[src/rtl/asset_reader_if.sv]
// Pixel-stream and ROM-read bundle for asset_reader.
//   master (reader side): drives mem_ce, mem_addr, out_valid, out_pixel, out_x, out_y,
//                         out_last; samples mem_data, out_ready.
//   slave  (ROM + consumer side): the mirror image.
// WIDTH/HEIGHT must match the asset_reader instance that uses the bundle.
interface asset_reader_if #(
  parameter int unsigned WIDTH  = 34,
  parameter int unsigned HEIGHT = 24
);
  localparam int unsigned SIZE       = WIDTH * HEIGHT;
  localparam int unsigned ADDR_WIDTH = (SIZE > 1) ? $clog2(SIZE) : 1;
  localparam int unsigned XW         = (WIDTH > 1) ? $clog2(WIDTH) : 1;
  localparam int unsigned YW         = (HEIGHT > 1) ? $clog2(HEIGHT) : 1;

  logic                  mem_ce;
  logic [ADDR_WIDTH-1:0] mem_addr;
  logic                  mem_data;
  logic                  out_valid;
  logic                  out_ready;
  logic                  out_pixel;
  logic [XW-1:0]         out_x;
  logic [YW-1:0]         out_y;
  logic                  out_last;

  modport master (
    output mem_ce, mem_addr, out_valid, out_pixel, out_x, out_y, out_last,
    input  mem_data, out_ready
  );

  modport slave (
    input  mem_ce, mem_addr, out_valid, out_pixel, out_x, out_y, out_last,
    output mem_data, out_ready
  );
endinterface

[src/rtl/asset_reader.sv]
// Read-side master for the 1-bit asset ROM. Walks one WIDTH x HEIGHT asset in raster
// order, drives the ROM ce/addr and presents the registered ROM bit as a pixel stream
// with valid/ready backpressure, coordinates and a last flag.
// Ports:
//   clk    - clock, posedge
//   rst    - synchronous reset, active low
//   hflip  - (only with ASSET_READER_HFLIP_EN) mirror horizontally, sampled on start
//   start  - 1-cycle stream request, honoured only when idle
//   busy   - stream in progress (until the final pixel is accepted)
//   done   - 1-cycle pulse after the final pixel handshake
//   bus    - asset_reader_if.master: ROM read port and output pixel stream
// Optional feature macro: ASSET_READER_HFLIP_EN (adds the hflip input).
module asset_reader #(
  parameter int unsigned WIDTH  = 34,
  parameter int unsigned HEIGHT = 24
) (
  input  logic clk,
  input  logic rst,
`ifdef ASSET_READER_HFLIP_EN
  input  logic hflip,
`endif
  input  logic start,
  output logic busy,
  output logic done,
  asset_reader_if.master bus
);
  localparam int unsigned SIZE       = WIDTH * HEIGHT;
  localparam int unsigned ADDR_WIDTH = (SIZE > 1) ? $clog2(SIZE) : 1;
  localparam int unsigned XW         = (WIDTH > 1) ? $clog2(WIDTH) : 1;
  localparam int unsigned YW         = (HEIGHT > 1) ? $clog2(HEIGHT) : 1;

  localparam logic [XW-1:0]         ColMax  = XW'(WIDTH - 1);
  localparam logic [YW-1:0]         RowMax  = YW'(HEIGHT - 1);
  localparam logic [ADDR_WIDTH-1:0] RowStep = ADDR_WIDTH'(WIDTH);

  localparam logic [1:0] StIdle  = 2'd0;
  localparam logic [1:0] StRun   = 2'd1;
  localparam logic [1:0] StDrain = 2'd2;

  logic [1:0]            state_q, state_d;
  logic [XW-1:0]         col_q, col_d;
  logic [YW-1:0]         row_q, row_d;
  logic [ADDR_WIDTH-1:0] base_q, base_d;
  logic                  done_q, done_d;
  logic                  valid_q;
  logic [XW-1:0]         x_q;
  logic [YW-1:0]         y_q;
  logic                  last_q;

  logic          issue;
  logic          handshake;
  logic          col_end;
  logic          row_end;
  logic [XW-1:0] col_eff;

  assign col_end   = (col_q == ColMax);
  assign row_end   = (row_q == RowMax);
  assign handshake = valid_q && bus.out_ready;
  // The ROM holds its output while ce=0, so a read may only be issued when the
  // output slot is empty or being emptied this cycle.
  assign issue     = (state_q == StRun) && (!valid_q || bus.out_ready);

`ifdef ASSET_READER_HFLIP_EN
  logic flip_q;

  always_ff @(posedge clk) begin
    if (!rst) begin
      flip_q <= 1'b0;
    end else if ((state_q == StIdle) && start) begin
      flip_q <= hflip;
    end
  end

  assign col_eff = flip_q ? (ColMax - col_q) : col_q;
`else
  assign col_eff = col_q;
`endif

  // Running row base avoids a row*WIDTH multiplier.
  assign bus.mem_ce   = issue;
  assign bus.mem_addr = (state_q == StRun) ? (base_q + ADDR_WIDTH'(col_eff)) : '0;

  always_comb begin
    state_d = state_q;
    col_d   = col_q;
    row_d   = row_q;
    base_d  = base_q;
    done_d  = 1'b0;
    unique case (state_q)
      StIdle: begin
        if (start) begin
          state_d = StRun;
          col_d   = '0;
          row_d   = '0;
          base_d  = '0;
        end
      end
      StRun: begin
        if (issue) begin
          if (col_end) begin
            col_d = '0;
            if (row_end) begin
              // Final read issued; park counters at zero instead of wrapping past HEIGHT.
              row_d   = '0;
              base_d  = '0;
              state_d = StDrain;
            end else begin
              row_d  = row_q + 1'b1;
              base_d = base_q + RowStep;
            end
          end else begin
            col_d = col_q + 1'b1;
          end
        end
      end
      StDrain: begin
        // done pulses while still in DRAIN so a coincident start is ignored.
        if (done_q) begin
          state_d = StIdle;
        end else if (handshake) begin
          done_d = 1'b1;
        end
      end
      default: state_d = StIdle;
    endcase
  end

  always_ff @(posedge clk) begin
    if (!rst) begin
      state_q <= StIdle;
      col_q   <= '0;
      row_q   <= '0;
      base_q  <= '0;
      done_q  <= 1'b0;
      valid_q <= 1'b0;
      x_q     <= '0;
      y_q     <= '0;
      last_q  <= 1'b0;
    end else begin
      state_q <= state_d;
      col_q   <= col_d;
      row_q   <= row_d;
      base_q  <= base_d;
      done_q  <= done_d;
      if (issue) begin
        // Tags captured with the read so they line up with mem_data next cycle.
        valid_q <= 1'b1;
        x_q     <= col_q;
        y_q     <= row_q;
        last_q  <= col_end && row_end;
      end else if (handshake) begin
        valid_q <= 1'b0;
      end
    end
  end

  assign busy          = (state_q == StRun) || ((state_q == StDrain) && !done_q);
  assign done          = done_q;
  assign bus.out_valid = valid_q;
  assign bus.out_pixel = bus.mem_data;
  assign bus.out_x     = x_q;
  assign bus.out_y     = y_q;
  assign bus.out_last  = last_q;
endmodule

[src/flat_wrapper.sv]
// flat-port wrapper written by rule: the top's interface ports become plain ports
module asset_reader_flat 
#(
  parameter int unsigned WIDTH  = 34,
  parameter int unsigned HEIGHT = 24
)
  (clk, rst, start, busy, done, bus_mem_ce, bus_mem_addr, bus_out_valid, bus_out_pixel, bus_out_x, bus_out_y, bus_out_last, bus_mem_data, bus_out_ready);
  asset_reader_if #(.WIDTH(WIDTH), .HEIGHT(HEIGHT)) bus_i ();
  input  logic clk;
  input  logic rst;
  input  logic start;
  output logic busy;
  output logic done;
  output wire logic [$bits(bus_i.mem_ce)-1:0] bus_mem_ce;
  output wire logic [$bits(bus_i.mem_addr)-1:0] bus_mem_addr;
  output wire logic [$bits(bus_i.out_valid)-1:0] bus_out_valid;
  output wire logic [$bits(bus_i.out_pixel)-1:0] bus_out_pixel;
  output wire logic [$bits(bus_i.out_x)-1:0] bus_out_x;
  output wire logic [$bits(bus_i.out_y)-1:0] bus_out_y;
  output wire logic [$bits(bus_i.out_last)-1:0] bus_out_last;
  input wire logic [$bits(bus_i.mem_data)-1:0] bus_mem_data;
  input wire logic [$bits(bus_i.out_ready)-1:0] bus_out_ready;
  assign bus_mem_ce = bus_i.mem_ce;
  assign bus_mem_addr = bus_i.mem_addr;
  assign bus_out_valid = bus_i.out_valid;
  assign bus_out_pixel = bus_i.out_pixel;
  assign bus_out_x = bus_i.out_x;
  assign bus_out_y = bus_i.out_y;
  assign bus_out_last = bus_i.out_last;
  assign bus_i.mem_data = bus_mem_data;
  assign bus_i.out_ready = bus_out_ready;
  asset_reader #(.WIDTH(WIDTH), .HEIGHT(HEIGHT)) u_core (.clk(clk), .rst(rst), .start(start), .busy(busy), .done(done), .bus(bus_i));
endmodule
[config.mk]
export PLATFORM = sky130hd
export DESIGN_NAME = asset_reader_flat
export DESIGN_NICKNAME = d
export VERILOG_FILES = /design/src/rtl/asset_reader_if.sv /design/src/rtl/asset_reader.sv /design/src/flat_wrapper.sv
export SDC_FILE = /design/constraint.sdc
export NUM_CORES = 1
export LEC_CHECK = 0
export ABC_AREA = 1
export CORE_ASPECT_RATIO = 1.25
export CORE_MARGIN = 2
export CORE_UTILIZATION = 33
export CTS_CLUSTER_SIZE = 24
export DETAILED_ROUTE_END_ITERATION = 12
export GPL_TIMING_DRIVEN = 0
export HOLD_SLACK_MARGIN = 0.02
export REMOVE_ABC_BUFFERS = 1
export SETUP_SLACK_MARGIN = 0.3
export SLEW_MARGIN = 20
export SYNTH_ARGS = -nofsm -noshare
export SYNTH_HDL_FRONTEND = slang
export SYNTH_SLANG_ARGS = --single-unit
[constraint.sdc]
create_clock -name clk -period 4.7 [get_ports clk]
set_input_delay 1.175 -clock clk [delete_from_list [all_inputs] [get_ports clk]]
set_output_delay 1.175 -clock clk [all_outputs]
set_load 0.005 [all_outputs]
==> summary.txt, run 1 <==
Setup path
  • R2r startpoint: u_core.col_eff[1]
  • Bufs and invs on worst path: 4
  • Startpoint Class: primary input
  • Top Family by Delay on Critical Path: buffers and inverters
  • Kind of critical path: in2out
  • Setup crit end kind: primary output
  • Beginning of the critical path: bus_out_ready
  • CP max-delay cell: clkdlybuf4s50_1
  • Worst EP required: around 3.5 ns
  • Critical path arrival: approximately 3.0 ns
  • Crit path largest cell delay: slightly above 0.6 ns
  • Worst-path maximum fanout: 24
  • Crit-path cells: clkdlybuf4s50_1, inv_1, nand2_1, nand2_4, inv_1, clkdlybuf4s50_1

Floorplanning
  • Row cnt: 32
  • Num ports: 32
  • Die area: about 7000 um2
  • Die Ht: between 90 and 100 um
  • Initial Utilization: between 30% and 40%
  • Die Wd: 74.9 um
  • Core area: slightly above 6000 um2

Pwr
  • Peak VDD IR: roughly 0.21 mV
  • Power density cells: ~330 nW/um2
  • Leakage: 1.00 nW

Clocking
  • Clk buf depth: 2
  • Clock insertion delay at the later pin of the skew report: around 0.29 ns
  • Setup bufs post-CTS: 0
  • H-tree levels: 2
  • Clock root buffer: clkbuf_8
  • Cts-stage hold buffer count: 0
  • CTS tree: built
  • CTS clk-pin slew, worst paths: 0.07 ns
  • Sink Count: 36
  • Num CTS Buffers: 5
  • Post-cts sizing count: 0

Yosys
  • Synth area leaders: dfxtp_1 (35%), nand2_1 (12%), nor2_1 (8.3%)
  • Unique masters post-synth: 30
  • Cell area after synthesis: approximately 2100 um2
  • Yosys top cell by area: dfxtp_1
  • Synth warn: 0
  • Yosys top cell area share: a little over a third
  • Avg Cell Area, Syn: approximately 6.7 um2
  • Synth Instances: about 310
  • Seq/Total Area, Yosys: between 30% and 40%
  • Synth Register Bits: 36

Routing
  • Drc violations: 0
  • Vias per cell: between 4 and 5
  • Routed wire per std cell: between 10 and 15 um
  • Final WL: about 4900 um
  • Drt first pass iters: 4
  • Detailed-route via count: 1985
  • DRT iter0 DRCs: 88
  • Antenna viol nets, final: 0

Finish
  • Register Area: a little over 700 um2
  • Layout Nets: 352
  • Fraction of layout cells with a size suffix above 1: 5.34%
  • Ant diodes: 0
  • Area of the multi-input gates: 1110 um2
  • Area delta synth->final: 19.1%
  • Final Non-Filler Cells: between 400 and 500
  • Most frequent cells in the layout: nand2_1 (65), nor2_1 (46), inv_1 (41)
  • Commonest non-fill, non-tap cell in the layout: nand2_1
  • Filler cells: between 600 and 700

STA
  • Minimum clock period: between 4 and 5 ns
  • Fmax: 239 MHz
  • Setup Viol. Count Final: 0
  • Final max-slew violation count: 0
  • Worst-Margin Slew: about 0.63 ns
  • Final Hold Fails: 0
  • TNS Setup: 0 ns
  • Final period util: between 80% and 90%
  • Clock Skew: 0.00966 ns
  • RSZ-0062 raised after global routing: no
  • Max_slew headroom: 57.9%

Global route
  • Initial antenna violation count: 0
  • Largest net degree at the start of global routing: 25
  • Gr usage total: between 10% and 20%
  • Vias in the first global route: 1863
  • Total grt overflow: 0
  • First-pass GRT wire length: between 8000 and 9000 um

Place
  • Placer Congestion: around 0.83
  • Placed cells: between 400 and 500
  • Input/output buffers: 29
  • Placed wire-length estimate: about 3500 um

Min path
  • Worst hold path class: reg2reg
  • Hold_sp: u_core.bus.out_valid

Run
  • Max_cap viols: 0

Run status
  • Status: finished clean
[final timing paths]
| kind | endpoint | slack, ns | depth (start not counted) |
|---|---|---|---|
| max | bus_mem_ce | 0.52 | 6 |
| max reg2reg | u_core.col_eff[3] | 2.66 | 9 |
| min | u_core.done | 0.47 | 2 |
| min reg2reg | u_core.done | 0.47 | 2 |
[final cells by class]
type	count	area share (%)
multi-input combinational	221	44.9
sequential	36	29.2
timing repair buffer	29	11.8
inverter	44	6.69
tap	85	4.31
clock buffer	6	2.94
clock inverter	1	0.203
[cells in the mapped netlist (all sizes together)]
library cell  instances
clkinv                1
o21bai                2
dfxtp                36
a31oi                 1
a211oi                2
ha                   10
nand4                 8
a21oi                29
o21ai                25
nor3                  5
a21o                  1
nand3b                1
clkbuf                3
nand3                20
nor3b                 1
buf                   7
inv                  43
nand2                69
nor2                 47
[flip-flops by register name, summed over array words and instances (netlist names)]
register / cells
u_core.base_q: 9
u_core.bus.out_last: 1
u_core.bus.out_valid: 1
u_core.bus.out_x: 6
u_core.bus.out_y: 5
u_core.col_eff: 6
u_core.done: 1
u_core.row_q: 5
u_core.state_q: 2
[routing by layer]
layer / vias to the layer above / routed length, um / GRT usage [%]
met2: 39 / 2290 / 24.5
li1: 1056 / - / -
met4: 0 / 160 / 8.48
met5: - / 0 / 0
met1: 877 / 2240 / 18.7
met3: 13 / 162 / 2.50
[report_power, final]
part / internal (mW) / total (mW) / switching, mW
sequential: 0.339 / 0.365 / 0.0260
combinational: 0.0988 / 0.252 / 0.153
clock: 0.101 / 0.209 / 0.108
[cell families (layout without fill, tap and decap cells)]
kind of cell	Yosys count	after routing	share of synthesized area, %
adders and majority gates	10	10	6.04
buffers and inverters	54	80	11.8
DFF	36	36	34.8
AOI/OAI and AO/OA	60	60	15.7
and+or+nand+nor	151	151	31.7
[worst min-delay path, cell delays in order, from the launching register on]
cell and delay (ns):
dfxtp_1 0.32, nand3_1 0.07, nor2_1 0.04
[per-stage QoR]
| stage | setup slack, ns | hold slack, ns | instance area (um2) | power [mW] | utilization (%) |
|---|---|---|---|---|---|
| finish | 0.521 | 0.468 | 2470 | 0.827 | 40.3 |
| global route | 0.316 | 0.505 | 2470 | 0.887 | 40.3 |
| CTS | 0.474 | 0.472 | 2470 | 0.841 | 40.3 |
| detailed placement | 0.476 | 0.460 | 2390 | 0.627 | 39.0 |
| global placement | 0.485 | 0.460 | 2390 | 0.624 | 39.0 |
| floorplan | 1.79 | 0.457 | 1990 | 0.523 | - |
(Power assumes the default switching activity.)
==> inputs of run 2 (changes only) <==
Settings changed: CELL_PAD_IN_SITES_DETAIL_PLACEMENT set to 0, CELL_PAD_IN_SITES_GLOBAL_PLACEMENT set to 1, PLACE_DENSITY_LB_ADDON set to 0.1.
Clock period 4.7 ns to 4 ns, I/O delays scaled along.
==> run 2 against run 1 <==
Compared with the run above:
- wire length grew 7.8%
- power is 22% higher
- register-to-register slack lost 0.78 ns
- worst setup slack got worse by 0.027 ns
- sequential power grew 18%
- design area increased by 0.86%
- combinational power up 23%
- clock-buffer cell count grew 2
- worst hold slack better by 0.0045 ns
- critical endpoint unchanged
==> summary.txt, run 2 (same netlist as run 1, synthesis figures left out) <==
Place
  • Placed cells: 415
  • Placed wire-length estimate: 3720 um
  • Placer Congestion: between 0.7 and 0.8
  • Input/output buffers: 29
  • Placed cell areas: around 2400 um2

Clocking
  • Clock root buffer: clkbuf_8
  • Clk buf depth: 2
  • Clock insertion delay at the later pin of the skew report: approximately 0.29 ns
  • Setup bufs post-CTS: 0
  • H-tree levels: 2
  • CTS tree: built
  • Num CTS Buffers: 5
  • Sink Count: 36
  • CTS clk-pin slew, worst paths: around 0.07 ns

Routing
  • Met1 wire length: approximately 2500 um
  • Drt first pass iters: 4
  • Routed wire per std cell: 12.3 um
  • DRT iter0 DRCs: 74
  • Final WL: between 5000 and 6000 um
  • Antenna viol nets, final: 0
  • Vias per cell: about 4.6
  • Routed wl met3: roughly 130 um
  • Detailed-route via count: 1952
  • Drc violations: 0
  • DR top layer: met4
  • Routed wl met2: 2480 um

STA
  • Max_slew headroom: around 57%
  • Setup Viol. Count Final: 0
  • Minimum clock period: roughly 3.5 ns
  • Clock Skew: between 0.004 and 0.005 ns
  • Fmax: 285 MHz
  • RSZ-0062 raised after global routing: no
  • Final period util: 87.7%
  • TNS Setup: 0 ns
  • Min Hold Slack: ~0.47 ns
  • Final max-slew violation count: 0
  • Final Hold Fails: 0
  • Worst-Margin Slew: 0.645 ns

Pwr
  • Leakage: 0.999 nW
  • Sw frac: 35.1%
  • Power density cells: 406 nW/um2
  • Sw Pwr: between 300 and 400 uW
  • P_int: around 660 uW
  • Clock power frac: about 27%
  • Sequential share of power: 42.4%
  • Peak VDD IR: between 0.2 and 0.25 mV
  • Power Total: between 1 and 1.5 mW
  • Combinational share of power: between 30% and 40%

Global route
  • Largest net degree at the start of global routing: 25
  • Gr usage total: between 10% and 20%
  • First-pass GRT wire length: between 8000 and 9000 um
  • Total grt overflow: 0
  • Initial antenna violation count: 0
  • Vias in the first global route: about 1800

Finish
  • Area delta synth->final: 20.1%
  • Commonest non-fill, non-tap cell in the layout: nand2_1
  • Final non-filler cell area: 2490 um2
  • Max reg flops: 9
  • Ant diodes: 0
  • Fraction of layout cells with a size suffix above 1: between 5 and 6%
  • Most frequent cells in the layout: nand2_1 (65), nor2_1 (46), inv_1 (40)
  • Final Non-Filler Cells: about 420
  • Reg with most FFs: u_core.base_q
  • Layout Nets: approximately 350

Floorplanning
  • Num ports: 32
  • Die area: around 7000 um2
  • Initial Utilization: 33.8%
  • Row cnt: 32
  • Die Wd: approximately 75 um
  • Die Ht: approximately 90 um
  • Core area: a little over 6000 um2

Run status
  • Status: finished clean

Setup path
  • Worst EP required: roughly 3 ns
  • Startpoint Class: primary input
  • Kind of critical path: in2out
  • Setup crit end kind: primary output
  • Worst-path maximum fanout: 12
  • Critical path arrival: between 2 and 3 ns

Run
  • Max_cap viols: 0

Min path
  • Worst hold path class: reg2reg
==> run 2: power groups by stage <==
stage                     combinational, mW  clock (mW)  sequential (mW)
after CTS                             0.308       0.283            0.429
after global routing                  0.350       0.301            0.436
after global placement                0.305           0            0.437
final                                 0.309       0.274            0.429
after detailed placement              0.304           0            0.437
after floorplan                       0.181           0            0.434
==> run 2: metal layers <==
metal	up-vias	track usage (%)
li1	1056	-
met2	27	26.5
met4	0	5.95
met5	-	0
met1	862	21.1
met3	7	2.61
==> run 2: cell type report <==
type | count | area, um2
fill | 666 | 3640
multi-input combinational | 221 | 1110
sequential | 36 | 721
timing repair buffer | 29 | 290
inverter | 44 | 169
tap | 85 | 106
clock buffer | 8 | 90.1
timing repair inverter | 1 | 5.00
==> run 2: per-stage QoR <==
step	worst slack [ns]	utilization [%]
6_report	0.494	40.6
2_1_floorplan	1.44	-
5_1_grt	0.397	40.6
3_5_place_dp	0.154	39.0
3_3_place_gp	0.149	39.0
4_1_cts	0.382	40.6
==> run 2: timing repair <==
| action | 4_1_cts | 5_1_grt |
|---|---|---|
| gates resized for setup | 1 | 0 |
| setup endpoints to repair | 1 | 1 |
| hold buffers | 0 | 0 |
| cloned | 0 | 1 |
==> run 2: path summary, 6_finish.rpt <==
| check | from | endpoint | slack (ns) | cells after the start |
|---|---|---|---|---|
| max | bus_out_ready | bus_mem_ce | 0.49 | 6 |
| min | u_core.bus.out_valid | u_core.done | 0.47 | 2 |
| max reg2reg | u_core.col_eff[1] | u_core.col_eff[3] | 1.88 | 9 |
| min reg2reg | u_core.bus.out_valid | u_core.done | 0.47 | 2 |
==> run 2: worst max-delay path, stage by stage <==
cell and delay [ns]:
clkdlybuf4s50_1 0.48, inv_1 0.04, nand2_1 0.14, nand2_4 0.11, clkinvlp_4 0.21, clkdlybuf4s50_1 0.53
==> edit: new RTL, config.mk and constraints of run 2 <==
`WIDTH` is set to 34 in 3 places; all go to 38.
--- a/src/rtl/asset_reader_if.sv
+++ b/src/rtl/asset_reader_if.sv
@@ -6,3 +6,3 @@
 interface asset_reader_if #(
-  parameter int unsigned WIDTH  = 34,
+  parameter int unsigned WIDTH  = 38,
   parameter int unsigned HEIGHT = 24
--- a/src/rtl/asset_reader.sv
+++ b/src/rtl/asset_reader.sv
@@ -13,3 +13,3 @@
 module asset_reader #(
-  parameter int unsigned WIDTH  = 34,
+  parameter int unsigned WIDTH  = 38,
   parameter int unsigned HEIGHT = 24
--- a/src/flat_wrapper.sv
+++ b/src/flat_wrapper.sv
@@ -3,3 +3,3 @@
 #(
-  parameter int unsigned WIDTH  = 34,
+  parameter int unsigned WIDTH  = 38,
   parameter int unsigned HEIGHT = 24
Behaviour: same outputs for any inputs over 10 cycles, from zero or initial values and one cycle with rst low; that may be too few to reach the edited logic, so the function may still have changed.
==> edit against run 2 <==
Design area is 0.85% lower. Wire length decreased by 3.8%. Total power decreased by 13%. Area after synthesis down 2.1%. Core utilization grew 1.5 points. Count of clock-buffer cells in the layout shrank 1. Combinational power shrank 35%. Sequential power is 8.2% lower. Sequential cell count unchanged. Synthesized cell count is 6.4% lower. Fmax is 2.1% lower. Setup slack worse by 0.074 ns. Highest routed layer unchanged.
==> edit: results (changes against run 2) <==
stage	metric	value	unit	change
clocking	clk_latency	0.29	ns	about the same
clocking	post_cts_resized	0		-1
logic_synthesis	ys_seq_area_frac	0.355		+0.00750
global_route	grt_usage	0.159		-0.00309
placed_design	hpwl	3.77	mm	+1.1%
layout	drive_gt1_frac	0.0781		+0.0191
setup_path	timing.rr.end	u_core.row_q[2]$_SDFFE_PN0P_		
setup_path	cp_slowest_stage_delay	0.61	ns	+0.08 ns
clocking	numCtsBuffers	5		unchanged
layout	multiInputGateArea	1130	µm²	+2.1%
power	vdd_drop_max	0.232	mV	+1.2%
logic_synthesis	synthArstFlopShare	0		unchanged
global_route	met3_usage	0.0275		+0.00136
routing	routed_wl	5.03	mm	-3.8%
status	status	completed		
setup_path	crit_fanout	23		+11
global_route	use_met2	0.260		-0.00420
setup_path	reg2reg_slack	2.29	ns	+0.41 ns
power	p_leak	0.959	nW	-4.0%
placed_design	place_area	2370	µm²	-0.78%
logic_synthesis	yosys-top-cells-count	55 x nand2_1, 40 x nor2_1, 36 x dfxtp_1		
global_route	first_global_vias	1708		-6.2%
routing	drtIter0Drc	67		-9.5%
global_route	grt_max_degree	24		-4.0%
placed_design	dp_slack	0.423	ns	+0.268 ns
logic_synthesis	ys_types	28		-6.7%
layout	layout.nets	335		-5.1%
timing	fmax	279	MHz	-2.1%
routing	viasPerCell	4.68		+1.7%
timing	skew	0.00582	ns	+0.00157 ns
layout	nFillCells	660		-0.90%
routing	firstDrtPassIters	4		unchanged
clocking	cts_root_buf	clkbuf_8		
setup_path	arrival	2.58	ns	+0.07 ns
timing	worst_pin_slew	0.692	ns	+0.0471 ns
logic_synthesis	synth.area.top_cells	dfxtp_1 36%, nand2_1 10%, a21oi_1 8.4%		
placed_design	place_congestion	0.800		+9.4%
global_route	use_met1	0.205		-0.00570
global_route	grt_antenna_before_repair	0		unchanged
global_route	grt_pass1_wl	8.31	mm	-4.1%
setup_path	startpoint	bus_out_ready		
setup_path	reg2reg_from	u_core.state_q[1]$_SDFFE_PN0P_		
[edit: through the flow]
stage,hold WS (ns),std cells,total power (W)
global placement,0.466,395,0.000606
detailed placement,0.466,395,0.000605
floorplan,0.443,284,0.000518
CTS,0.482,402,0.000894
global route,0.507,402,0.000925
finish,0.482,402,0.000880
[edit: final cells by class]
cell class              count  area share
repair buffers             29       0.118
multi-input cells         215       0.459
well taps                  82      0.0416
inverters                  33      0.0512
flip-flops and latches     36       0.292
clock buffers               7      0.0390
[edit: worst min path at each step]
stage / startpoint / to / slack [ns] / cells after the start
global placement: u_core.bus.out_last$_SDFFE_PN0P_ / u_core.bus.out_last$_SDFFE_PN0P_ / 0.47 / 2
detailed placement: u_core.bus.out_last$_SDFFE_PN0P_ / u_core.bus.out_last$_SDFFE_PN0P_ / 0.47 / 2
finish: u_core.bus.out_last$_SDFFE_PN0P_ / u_core.bus.out_last$_SDFFE_PN0P_ / 0.48 / 2
global route: u_core.bus.out_last$_SDFFE_PN0P_ / u_core.bus.out_last$_SDFFE_PN0P_ / 0.51 / 2
CTS: u_core.bus.out_last$_SDFFE_PN0P_ / u_core.bus.out_last$_SDFFE_PN0P_ / 0.48 / 2
floorplan: u_core.row_q[4]$_SDFFE_PN0P_ / u_core.bus.out_y[4]$_SDFFE_PN0P_ / 0.44 / 2
[edit: cells by family (layout without fill, tap and decap cells)]
family	after synthesis	count (layout)	share of synthesized area
xor+xnor	2	2	0.00863
fa+ha+maj	10	10	0.0617
flops	36	36	0.355
compound gates	65	65	0.176
simple gates	138	138	0.312
buf+inv	40	69	0.0869
[edit: power breakdown]
group	internal (W)	total (W)	switching [W]
clock	0.000154	0.000286	0.000133
combinational	0.0000785	0.000200	0.000121
sequential	0.000381	0.000394	0.0000127
[edit: routing by layer]
layer  wire [µm]  up-vias  part of all wire
met5           0        -                 0
met4         123        0             0.024
met3         128        7             0.025
met2        2380       27              0.47
met1        2400      834              0.48
li1            -     1014                 -
[edit: worst max-delay path, delay by kind of cell]
family,cells,cell delay (ns)
AND/OR/NAND/NOR,2,0.49
buffers and inverters,2,1.09
